$ cat config.mk
export PLATFORM = sky130hd
export DESIGN_NAME = as6d_pcs_tx_pldb_wr_skid_ctrl_flat
export DESIGN_NICKNAME = d
export VERILOG_FILES = /design/src/rtl/as6d_pcs_pldb_pkg.sv /design/src/rtl/as6d_pcs_tx_pldb_wr_skid_ctrl_if.sv /design/src/rtl/as6d_pcs_tx_pldb_skid_regfile.sv /design/src/rtl/as6d_pcs_tx_pldb_wr_skid_ctrl.sv /design/src/flat_wrapper.sv
export SDC_FILE = /design/constraint.sdc
export NUM_CORES = 1
export LEC_CHECK = 0
export CORE_UTILIZATION = 54
export CTS_CLUSTER_DIAMETER = 30
export CTS_CLUSTER_SIZE = 16
export DETAILED_ROUTE_END_ITERATION = 10
export PLACE_DENSITY_LB_ADDON = 0.2
export SYNTH_ARGS = -nofsm -noshare
export SYNTH_HDL_FRONTEND = slang
export SYNTH_HIERARCHICAL = 1
export SYNTH_SLANG_ARGS = --single-unit
$ cat constraint.sdc
create_clock -name clk -period 16.8 [get_ports clk]
set_input_delay 3.36 -clock clk [delete_from_list [all_inputs] [get_ports clk]]
set_output_delay 3.36 -clock clk [all_outputs]
set_load 0.02 [all_outputs]
$ cat src/rtl/as6d_pcs_pldb_pkg.sv
// ----------------------------------------------------------------------------
// as6d_pcs_pldb_pkg
// Shared definitions for the PCS payload-buffer (PLDB) write-side controller:
// the FSM state encoding and the default beat width.
// ----------------------------------------------------------------------------
package as6d_pcs_pldb_pkg;

  // Default beat width of the payload buffer.
  localparam int PLDB_DATA_WIDTH = 72;

  // RUN   : upstream enabled, skid draining into the FIFO.
  // STALL : in_rdy withdrawn because the skid or the FIFO is filling up.
  // FLUSH : skid discarded, drain halted, inbound beats dropped silently.
  typedef enum logic [1:0] {
    ST_RUN   = 2'd0,
    ST_STALL = 2'd1,
    ST_FLUSH = 2'd2
  } pldb_state_e;

endpackage : as6d_pcs_pldb_pkg

$ cat src/rtl/as6d_pcs_tx_pldb_wr_skid_ctrl_if.sv
// ----------------------------------------------------------------------------
// as6d_pcs_tx_pldb_wr_skid_ctrl_if
// Bundles the upstream valid/ready beat link and the FIFO write port seen by
// the write-side skid controller.
//   slave  : controller view (consumes upstream beats, drives FIFO write port)
//   master : environment view (issues upstream beats, models the FIFO)
// Signals:
//   in_data/in_val   upstream beat and its valid
//   in_rdy           registered ready back to upstream
//   fifo_wr_data/_en FIFO write port
//   fifo_full        FIFO full (blocks the drain)
//   fifo_prog_full   FIFO programmable-full (forces a stall)
// ----------------------------------------------------------------------------
interface as6d_pcs_tx_pldb_wr_skid_ctrl_if
  import as6d_pcs_pldb_pkg::*;
#(
  parameter int DATA_WIDTH = PLDB_DATA_WIDTH
);
  logic [DATA_WIDTH-1:0] in_data;
  logic                  in_val;
  logic                  in_rdy;
  logic [DATA_WIDTH-1:0] fifo_wr_data;
  logic                  fifo_wr_en;
  logic                  fifo_full;
  logic                  fifo_prog_full;

  modport slave (
    input  in_data, in_val, fifo_full, fifo_prog_full,
    output in_rdy, fifo_wr_data, fifo_wr_en
  );

  modport master (
    output in_data, in_val, fifo_full, fifo_prog_full,
    input  in_rdy, fifo_wr_data, fifo_wr_en
  );
endinterface : as6d_pcs_tx_pldb_wr_skid_ctrl_if

$ cat src/rtl/as6d_pcs_tx_pldb_skid_regfile.sv
// ----------------------------------------------------------------------------
// as6d_pcs_tx_pldb_skid_regfile
// Skid storage: DEPTH x DATA_WIDTH flop array, one synchronous write port and
// one asynchronous (combinational) read port.
// Ports:
//   clk      clock
//   we_i     write enable
//   waddr_i  write address
//   wdata_i  write data
//   raddr_i  read address
//   rdata_o  read data (combinational from raddr_i)
// ----------------------------------------------------------------------------
module as6d_pcs_tx_pldb_skid_regfile #(
  parameter int DATA_WIDTH = 72,
  parameter int DEPTH      = 8,
  parameter int AW         = $clog2(DEPTH)
) (
  input  logic                  clk,
  input  logic                  we_i,
  input  logic [AW-1:0]         waddr_i,
  input  logic [DATA_WIDTH-1:0] wdata_i,
  input  logic [AW-1:0]         raddr_i,
  output logic [DATA_WIDTH-1:0] rdata_o
);

  logic [DATA_WIDTH-1:0] mem_q [DEPTH];

  // NOTE: the array has no reset; an entry is only ever read after it has been
  // written, so resetting it would cost a reset net on every data flop for no
  // functional gain.
  always_ff @(posedge clk) begin
    if (we_i) mem_q[waddr_i] <= wdata_i;
  end

  assign rdata_o = mem_q[raddr_i];

endmodule : as6d_pcs_tx_pldb_skid_regfile

$ cat src/rtl/as6d_pcs_tx_pldb_wr_skid_ctrl.sv
// ----------------------------------------------------------------------------
// as6d_pcs_tx_pldb_wr_skid_ctrl
// Write-side controller for the PCS TX payload-buffer sync FIFO. Every upstream
// beat lands in a small skid buffer, which drains into the FIFO write port
// whenever the FIFO is not full. in_rdy is withdrawn early enough that the
// beats still in flight (RDY_LAT+1) always fit, so a legal upstream never
// loses data. A software flush discards everything; a beat that finds no room
// is dropped and reported on ovf_int.
// Ports:
//   clk, rst_n  clock, asynchronous active-low reset
//   flush       level; discard skid contents and inbound beats
//   bus         upstream link + FIFO write port (slave modport)
//   skid_cnt    skid occupancy
//   stall_sts   1 while the FSM is in STALL
//   ovf_int     1-cycle pulse for each dropped beat
// ----------------------------------------------------------------------------
module as6d_pcs_tx_pldb_wr_skid_ctrl
  import as6d_pcs_pldb_pkg::*;
#(
  parameter int DATA_WIDTH = PLDB_DATA_WIDTH,
  parameter int SKID_DEPTH = 8,
  parameter int RDY_LAT    = 2
) (
  input  logic                          clk,
  input  logic                          rst_n,
  input  logic                          flush,
  as6d_pcs_tx_pldb_wr_skid_ctrl_if.slave bus,
  output logic [$clog2(SKID_DEPTH):0]   skid_cnt,
  output logic                          stall_sts,
  output logic                          ovf_int
);

  localparam int PTR_W  = $clog2(SKID_DEPTH);
  localparam int CNT_W  = PTR_W + 1;
  localparam int FCNT_W = $clog2(RDY_LAT + 1) + 1;

  // Stall early enough that RDY_LAT+1 in-flight beats still fit; resume only
  // at half occupancy so in_rdy does not chatter.
  localparam logic [CNT_W-1:0] STALL_ON  = CNT_W'(SKID_DEPTH - RDY_LAT - 1);
  localparam logic [CNT_W-1:0] STALL_OFF = CNT_W'(SKID_DEPTH / 2);
  localparam logic [CNT_W-1:0] DEPTH_C   = CNT_W'(SKID_DEPTH);

  pldb_state_e         state_q, state_d;
  logic [PTR_W-1:0]    wr_ptr_q, wr_ptr_d;
  logic [PTR_W-1:0]    rd_ptr_q, rd_ptr_d;
  logic [CNT_W-1:0]    cnt_q, cnt_d;
  logic [FCNT_W-1:0]   flush_cnt_q, flush_cnt_d;
  logic                in_rdy_q;
  logic                ovf_q;

  logic                flush_act;
  logic                push;
  logic                pop;
  logic                drop;
  logic [CNT_W-1:0]    cnt_nxt;
  logic [DATA_WIDTH-1:0] rd_data;

  // Inbound beats are discarded both in the cycle flush is raised and for the
  // whole FLUSH period; such discards are silent, not overflows.
  assign flush_act = flush | (state_q == ST_FLUSH);
  assign pop       = (cnt_q != '0) & ~bus.fifo_full & (state_q != ST_FLUSH);
  // A full skid can still accept a beat when one leaves in the same cycle.
  assign push      = bus.in_val & ~flush_act & ((cnt_q < DEPTH_C) | pop);
  assign drop      = bus.in_val & ~push & ~flush_act;
  assign cnt_nxt   = cnt_q + CNT_W'(push) - CNT_W'(pop);

  as6d_pcs_tx_pldb_skid_regfile #(
    .DATA_WIDTH (DATA_WIDTH),
    .DEPTH      (SKID_DEPTH)
  ) u_regfile (
    .clk     (clk),
    .we_i    (push),
    .waddr_i (wr_ptr_q),
    .wdata_i (bus.in_data),
    .raddr_i (rd_ptr_q),
    .rdata_o (rd_data)
  );

  // NOTE: every variable driven here gets a default before any branch, so no
  // path leaves it unassigned and no latch is inferred.
  always_comb begin
    state_d     = state_q;
    flush_cnt_d = flush_cnt_q;
    wr_ptr_d    = wr_ptr_q;
    rd_ptr_d    = rd_ptr_q;
    cnt_d       = cnt_nxt;

    if (push) wr_ptr_d = wr_ptr_q + PTR_W'(1);
    if (pop)  rd_ptr_d = rd_ptr_q + PTR_W'(1);

    if (flush) begin
      // Flush wins over every other transition and empties the skid.
      state_d     = ST_FLUSH;
      flush_cnt_d = '0;
      wr_ptr_d    = '0;
      rd_ptr_d    = '0;
      cnt_d       = '0;
    end else begin
      unique case (state_q)
        ST_RUN: begin
          if (bus.fifo_prog_full || (cnt_nxt >= STALL_ON)) state_d = ST_STALL;
        end
        ST_STALL: begin
          if (!bus.fifo_prog_full && (cnt_nxt < STALL_OFF)) state_d = ST_RUN;
        end
        ST_FLUSH: begin
          // Hold off RDY_LAT+1 cycles after deassert so beats launched under
          // the old in_rdy are swallowed here rather than stored.
          if (flush_cnt_q == FCNT_W'(RDY_LAT)) begin
            state_d     = ST_RUN;
            flush_cnt_d = '0;
          end else begin
            flush_cnt_d = flush_cnt_q + FCNT_W'(1);
          end
        end
        default: state_d = ST_RUN;
      endcase
    end
  end

  // NOTE: sequential state uses non-blocking assignments so every flop samples
  // pre-edge values regardless of statement order.
  always_ff @(posedge clk or negedge rst_n) begin
    if (!rst_n) begin
      state_q     <= ST_RUN;
      flush_cnt_q <= '0;
      wr_ptr_q    <= '0;
      rd_ptr_q    <= '0;
      cnt_q       <= '0;
      in_rdy_q    <= 1'b0;
      ovf_q       <= 1'b0;
    end else begin
      state_q     <= state_d;
      flush_cnt_q <= flush_cnt_d;
      wr_ptr_q    <= wr_ptr_d;
      rd_ptr_q    <= rd_ptr_d;
      cnt_q       <= cnt_d;
      in_rdy_q    <= (state_d == ST_RUN);
      ovf_q       <= drop;
    end
  end

  assign bus.in_rdy       = in_rdy_q;
  assign bus.fifo_wr_en   = pop;
  assign bus.fifo_wr_data = rd_data;
  assign skid_cnt         = cnt_q;
  assign stall_sts        = (state_q == ST_STALL);
  assign ovf_int          = ovf_q;

endmodule : as6d_pcs_tx_pldb_wr_skid_ctrl

$ cat src/flat_wrapper.sv
// flat-port wrapper written by rule: the top's interface ports become plain ports
module as6d_pcs_tx_pldb_wr_skid_ctrl_flat import as6d_pcs_pldb_pkg::*;
#(
  parameter int DATA_WIDTH = PLDB_DATA_WIDTH,
  parameter int SKID_DEPTH = 8,
  parameter int RDY_LAT    = 2
)
  (clk, rst_n, flush, skid_cnt, stall_sts, ovf_int, bus_in_data, bus_in_val, bus_fifo_full, bus_fifo_prog_full, bus_in_rdy, bus_fifo_wr_data, bus_fifo_wr_en);
  as6d_pcs_tx_pldb_wr_skid_ctrl_if #(.DATA_WIDTH(DATA_WIDTH)) bus_i ();
  input  logic clk;
  input  logic rst_n;
  input  logic flush;
  output logic [$clog2(SKID_DEPTH):0] skid_cnt;
  output logic stall_sts;
  output logic ovf_int;
  input wire logic [$bits(bus_i.in_data)-1:0] bus_in_data;
  input wire logic [$bits(bus_i.in_val)-1:0] bus_in_val;
  input wire logic [$bits(bus_i.fifo_full)-1:0] bus_fifo_full;
  input wire logic [$bits(bus_i.fifo_prog_full)-1:0] bus_fifo_prog_full;
  output wire logic [$bits(bus_i.in_rdy)-1:0] bus_in_rdy;
  output wire logic [$bits(bus_i.fifo_wr_data)-1:0] bus_fifo_wr_data;
  output wire logic [$bits(bus_i.fifo_wr_en)-1:0] bus_fifo_wr_en;
  assign bus_i.in_data = bus_in_data;
  assign bus_i.in_val = bus_in_val;
  assign bus_i.fifo_full = bus_fifo_full;
  assign bus_i.fifo_prog_full = bus_fifo_prog_full;
  assign bus_in_rdy = bus_i.in_rdy;
  assign bus_fifo_wr_data = bus_i.fifo_wr_data;
  assign bus_fifo_wr_en = bus_i.fifo_wr_en;
  as6d_pcs_tx_pldb_wr_skid_ctrl #(.DATA_WIDTH(DATA_WIDTH), .SKID_DEPTH(SKID_DEPTH), .RDY_LAT(RDY_LAT)) u_core (.clk(clk), .rst_n(rst_n), .flush(flush), .bus(bus_i), .skid_cnt(skid_cnt), .stall_sts(stall_sts), .ovf_int(ovf_int));
endmodule
==> impl_table.tex <==
\begin{tabular}{lr}
\hline
Metric & Value \\
\hline
\multicolumn{2}{l}{\textbf{Clock network}} \\
Sink count of the clock tree & 593 \\
Post-cts hold buffer count & 0 \\
Clock buffer count from CTS & 110 \\
Maximum number of buffers from clock root to sink & 3 \\
Max H-tree Level & 3 \\
Clock transition at the registers of the reported paths & 0.04 ns \\
Insertion delay of the later-clocked pin in the worst-skew pair & slightly above 0.6 ns \\
TritonCTS clock tree & built \\
Count of cells resized by post-cts repair & 0 \\
Buffers inserted during post-CTS setup optimization & 0 \\
Root buffer cell & sky130\_fd\_sc\_hd\_\_clkbuf\_16 \\
\multicolumn{2}{l}{\textbf{Synth}} \\
Dominant synthesized flop cell & sky130\_fd\_sc\_hd\_\_edfxtp\_1 \\
Cell types occupying the most area after synthesis & sky130\_fd\_sc\_hd\_\_edfxtp\_1 (76\%), sky130\_fd\_sc\_hd\_\_mux4\_2 (14\%), sky130\_fd\_sc\_hd\_\_mux2\_4 (3.9\%) \\
Area share of the leading cell type in the synthesized netlist & 75.60\% \\
Share of async-settable or async-resettable flops after synthesis & around 2.9\% \\
Cell type contributing the most total cell area after synthesis & sky130\_fd\_sc\_hd\_\_edfxtp\_1 \\
Portion of the post-synthesis area used by sequential elements & between 70\% and 80\% \\
Distinct cell type count after synthesis & about 40 \\
Total standard cell area after synthesis & around 23000 um\^{}2 \\
Synthesized netlist cell count & approximately 940 \\
Flops \& latches, synth & just under 600 \\
Synth warnings & 6 \\
Avg Inst Size Synth & 24.42 um\^{}2 \\
Post-synth net total & approximately 1000 \\
EDFF count, synth & $\sim$580 \\
\multicolumn{2}{l}{\textbf{Timing}} \\
Worst Setup Slack, final & about 8.6 ns \\
Timing-limited maximum frequency & between 100 and 150 MHz \\
RSZ-0062 raised after global routing & false \\
Worst slew margin relative to its limit & approximately 24\% \\
Shortest clock period the worst path allows after layout & $\sim$8 ns \\
Final-report max-slew violation count & 0 \\
Final worst path period share & 49.01\% \\
Clock skew after layout & around 0.012 ns \\
Total Neg Setup Slack & 0 ns \\
Transition at the pin with the smallest max-transition slack & $\sim$1.1 ns \\
Final number of setup-violating endpoints & 0 \\
Endpoints failing hold & 0 \\
\multicolumn{2}{l}{\textbf{Placement}} \\
Half-perimeter wire length after placement & $\sim$22000 um \\
Routability congestion estimate from global placement & approximately 0.76 \\
Placed Cells incl. Taps & 1608 \\
Number of I/O port buffers & approximately 160 \\
Pre-CTS setup slack & approximately 8.6 ns \\
\multicolumn{2}{l}{\textbf{Global routing}} \\
Vias in the first global route & 11348 \\
Gr ovfl total & 0 \\
Global-route wire length before repair & between 60000 and 70000 um \\
Antenna violations before repair & 4 \\
Global-route usage over all layers & roughly a fifth \\
Pin count of the biggest net entering global routing & roughly 120 \\
\multicolumn{2}{l}{\textbf{Finish}} \\
Share of post-route cells with drive strength above 1 & between 30\% and 40\% \\
Number of fill cells in the layout & 2509 \\
Layout area overhead & 27.22\% \\
Final \#Nets & between 1000 and 1500 \\
Final standard cell count with taps included and fillers excluded & 1820 \\
\multicolumn{2}{l}{\textbf{Setup path}} \\
WP data required & around 13 ns \\
CP Data Arrival Time & about 4.9 ns \\
Start point of the critical path & bus\_fifo\_full \\
Startpoint kind of the worst setup timing path & primary input \\
Critical Path Fanout Max & 4 \\
Launch instance of the worst register-to-register path & u\_core/skid\_cnt[3]\$\_DFF\_PN0\_ \\
Register-to-Register Setup Slack & between 10 and 15 ns \\
Type of the worst setup path & primary input to output port \\
Destination of the critical timing path & bus\_fifo\_wr\_en \\
Depth of the worst register-to-register path & 10 \\
Worst setup EP type & output port \\
R2r endpoint & u\_core/u\_regfile/mem\_q[4][38]\$\_DFFE\_PP\_ \\
\multicolumn{2}{l}{\textbf{Pwr}} \\
Power density of the placed cells & $\sim$150 nW/um\^{}2 \\
Peak supply drop & about 140 uV \\
Leakage power figure & roughly 0.0095 uW \\
\multicolumn{2}{l}{\textbf{Route}} \\
Drt via density & between 5 and 6 \\
DR vias & 10398 \\
DRT Pass-1 Iters & 5 \\
Initial DRC Count & $\sim$620 \\
ANT nets after route & 0 \\
Wirelength, routed & roughly 44000 um \\
Number of remaining DRC errors & 0 \\
Routed length per instance & around 24 um \\
\multicolumn{2}{l}{\textbf{Floorplan}} \\
Horizontal die dimension & between 200 and 250 um \\
Core area & $\sim$42000 um\^{}2 \\
Row count & 75 \\
Number of ports placed on the die boundary & $\sim$160 \\
Die height & 207.8 um \\
Starting density of the core & 54.66\% \\
Die area & around 43000 um\^{}2 \\
\multicolumn{2}{l}{\textbf{Worst hold path}} \\
Min-delay worst type & register to register \\
Cell depth of the worst min-delay path & 1 \\
\multicolumn{2}{l}{\textbf{Outcome}} \\
Status & finished clean \\
\multicolumn{2}{l}{\textbf{Run}} \\
\# Max-Cap Violations & 0 \\
\hline
\end{tabular}
==> area by class of cell <==
type | count | area, um^2 | share of cell area [%]
antenna | 2 | 5.005 | 0.01719
clock buffer | 126 | 2897 | 9.951
clock inverter | 84 | 1176 | 4.041
inverter | 8 | 30.03 | 0.1032
multi-input combinational | 294 | 4880 | 16.76
sequential | 593 | 17730 | 60.93
tap | 539 | 674.4 | 2.317
timing repair buffer | 174 | 1712 | 5.881
==> Yosys cell counts (3+ instances only) <==
master,count
sky130_fd_sc_hd__edfxtp_1,576
sky130_fd_sc_hd__mux4_2,144
sky130_fd_sc_hd__mux2_4,60
sky130_fd_sc_hd__buf_2,17
sky130_fd_sc_hd__dfrtp_1,17
sky130_fd_sc_hd__nor2_1,16
sky130_fd_sc_hd__mux2_2,12
sky130_fd_sc_hd__clkbuf_1,9
sky130_fd_sc_hd__inv_1,8
sky130_fd_sc_hd__buf_1,7
sky130_fd_sc_hd__buf_12,7
sky130_fd_sc_hd__ha_1,7
sky130_fd_sc_hd__nor2b_1,6
sky130_fd_sc_hd__nor3_1,6
sky130_fd_sc_hd__a21oi_1,5
sky130_fd_sc_hd__nand2_1,4
sky130_fd_sc_hd__nand2b_1,4
sky130_fd_sc_hd__o21ai_0,3
sky130_fd_sc_hd__xnor2_1,3
==> report_power, final <==
part           internal, uW  switching [uW]
sequential             1660            22.7
clock                  1640             728
combinational           214             194
total                  3520             945
==> registers in the layout (all words and copies together) (netlist names) <==
signal                  flops
u_core/bus.in_rdy           1
u_core/flush_cnt_q          3
u_core/ovf_int              1
u_core/rd_ptr_q             3
u_core/skid_cnt             4
u_core/state_q              2
u_core/u_regfile/mem_q    576
u_core/wr_ptr_q             3
==> worst max-delay path, stage by stage <==
cell and delay, ns:
sky130_fd_sc_hd__clkdlybuf4s50_1 0.46, sky130_fd_sc_hd__nor3_2 0.37, sky130_fd_sc_hd__clkdlybuf4s50_1 0.68
==> per-layer routing <==
layer | wire length, um | part of all wire, % | vias to the layer above | track usage (%)
met5 | 42 | 0.096 | - | 0
met4 | 646 | 1.5 | 6 | 6.845
met3 | 2916 | 6.6 | 57 | 4.947
met2 | 21600 | 49 | 326 | 33.51
met1 | 18660 | 43 | 5482 | 29.61
li1 | - | - | 4527 | -
==> cells by family after synthesis <==
family / share of synthesized area [%]
flip-flops: 77.46
multiplexers: 18.75
buffers and inverters: 1.449
AND/OR/NAND/NOR: 1.203
AO/OA/AOI/OAI: 0.4758
adder cells (fa/ha/maj): 0.4703
XOR/XNOR: 0.1914
==> per-stage QoR <==
| stage | power (uW) | cell area, um^2 | utilization [%] | hold WS [ns] |
|---|---|---|---|---|
| floorplan | 1985 | 22880 | - | 0.4742 |
| global placement | 2118 | 25030 | 59.80 | 0.4905 |
| detailed placement | 2123 | 25030 | 59.80 | 0.5008 |
| CTS | 4501 | 29100 | 69.53 | 0.5086 |
| global route | 4597 | 29100 | 69.53 | 0.5544 |
| finish | 4461 | 29110 | 69.55 | 0.5163 |
==> worst min-delay path by stage <==
stage,startpoint,end,slack [ns]
global placement,u_core/flush_cnt_q[1]$_DFFE_PN0P_,u_core/flush_cnt_q[1]$_DFFE_PN0P_,0.49
global route,u_core/flush_cnt_q[1]$_DFFE_PN0P_,u_core/flush_cnt_q[1]$_DFFE_PN0P_,0.55
floorplan,u_core/flush_cnt_q[1]$_DFFE_PN0P_,u_core/flush_cnt_q[1]$_DFFE_PN0P_,0.47
detailed placement,u_core/flush_cnt_q[1]$_DFFE_PN0P_,u_core/flush_cnt_q[1]$_DFFE_PN0P_,0.50
CTS,u_core/flush_cnt_q[1]$_DFFE_PN0P_,u_core/flush_cnt_q[1]$_DFFE_PN0P_,0.51
finish,u_core/flush_cnt_q[1]$_DFFE_PN0P_,u_core/flush_cnt_q[1]$_DFFE_PN0P_,0.52
==> placed cells by master (no fill, tap or decap), drive strengths merged, types with 7 or more instances in the layout <==
cell / synthesis / layout
edfxtp: 576 / 576
clkdlybuf4s50: 0 / 157
mux4: 144 / 144
clkbuf: 10 / 126
mux2: 72 / 72
clkinv: 0 / 27
bufinv: 0 / 26
inv: 8 / 22
clkinvlp: 0 / 17
buf: 32 / 17
dfrtp: 17 / 17
nor2: 16 / 16
ha: 7 / 7
nor3: 7 / 7
(Power assumes the default switching activity.)
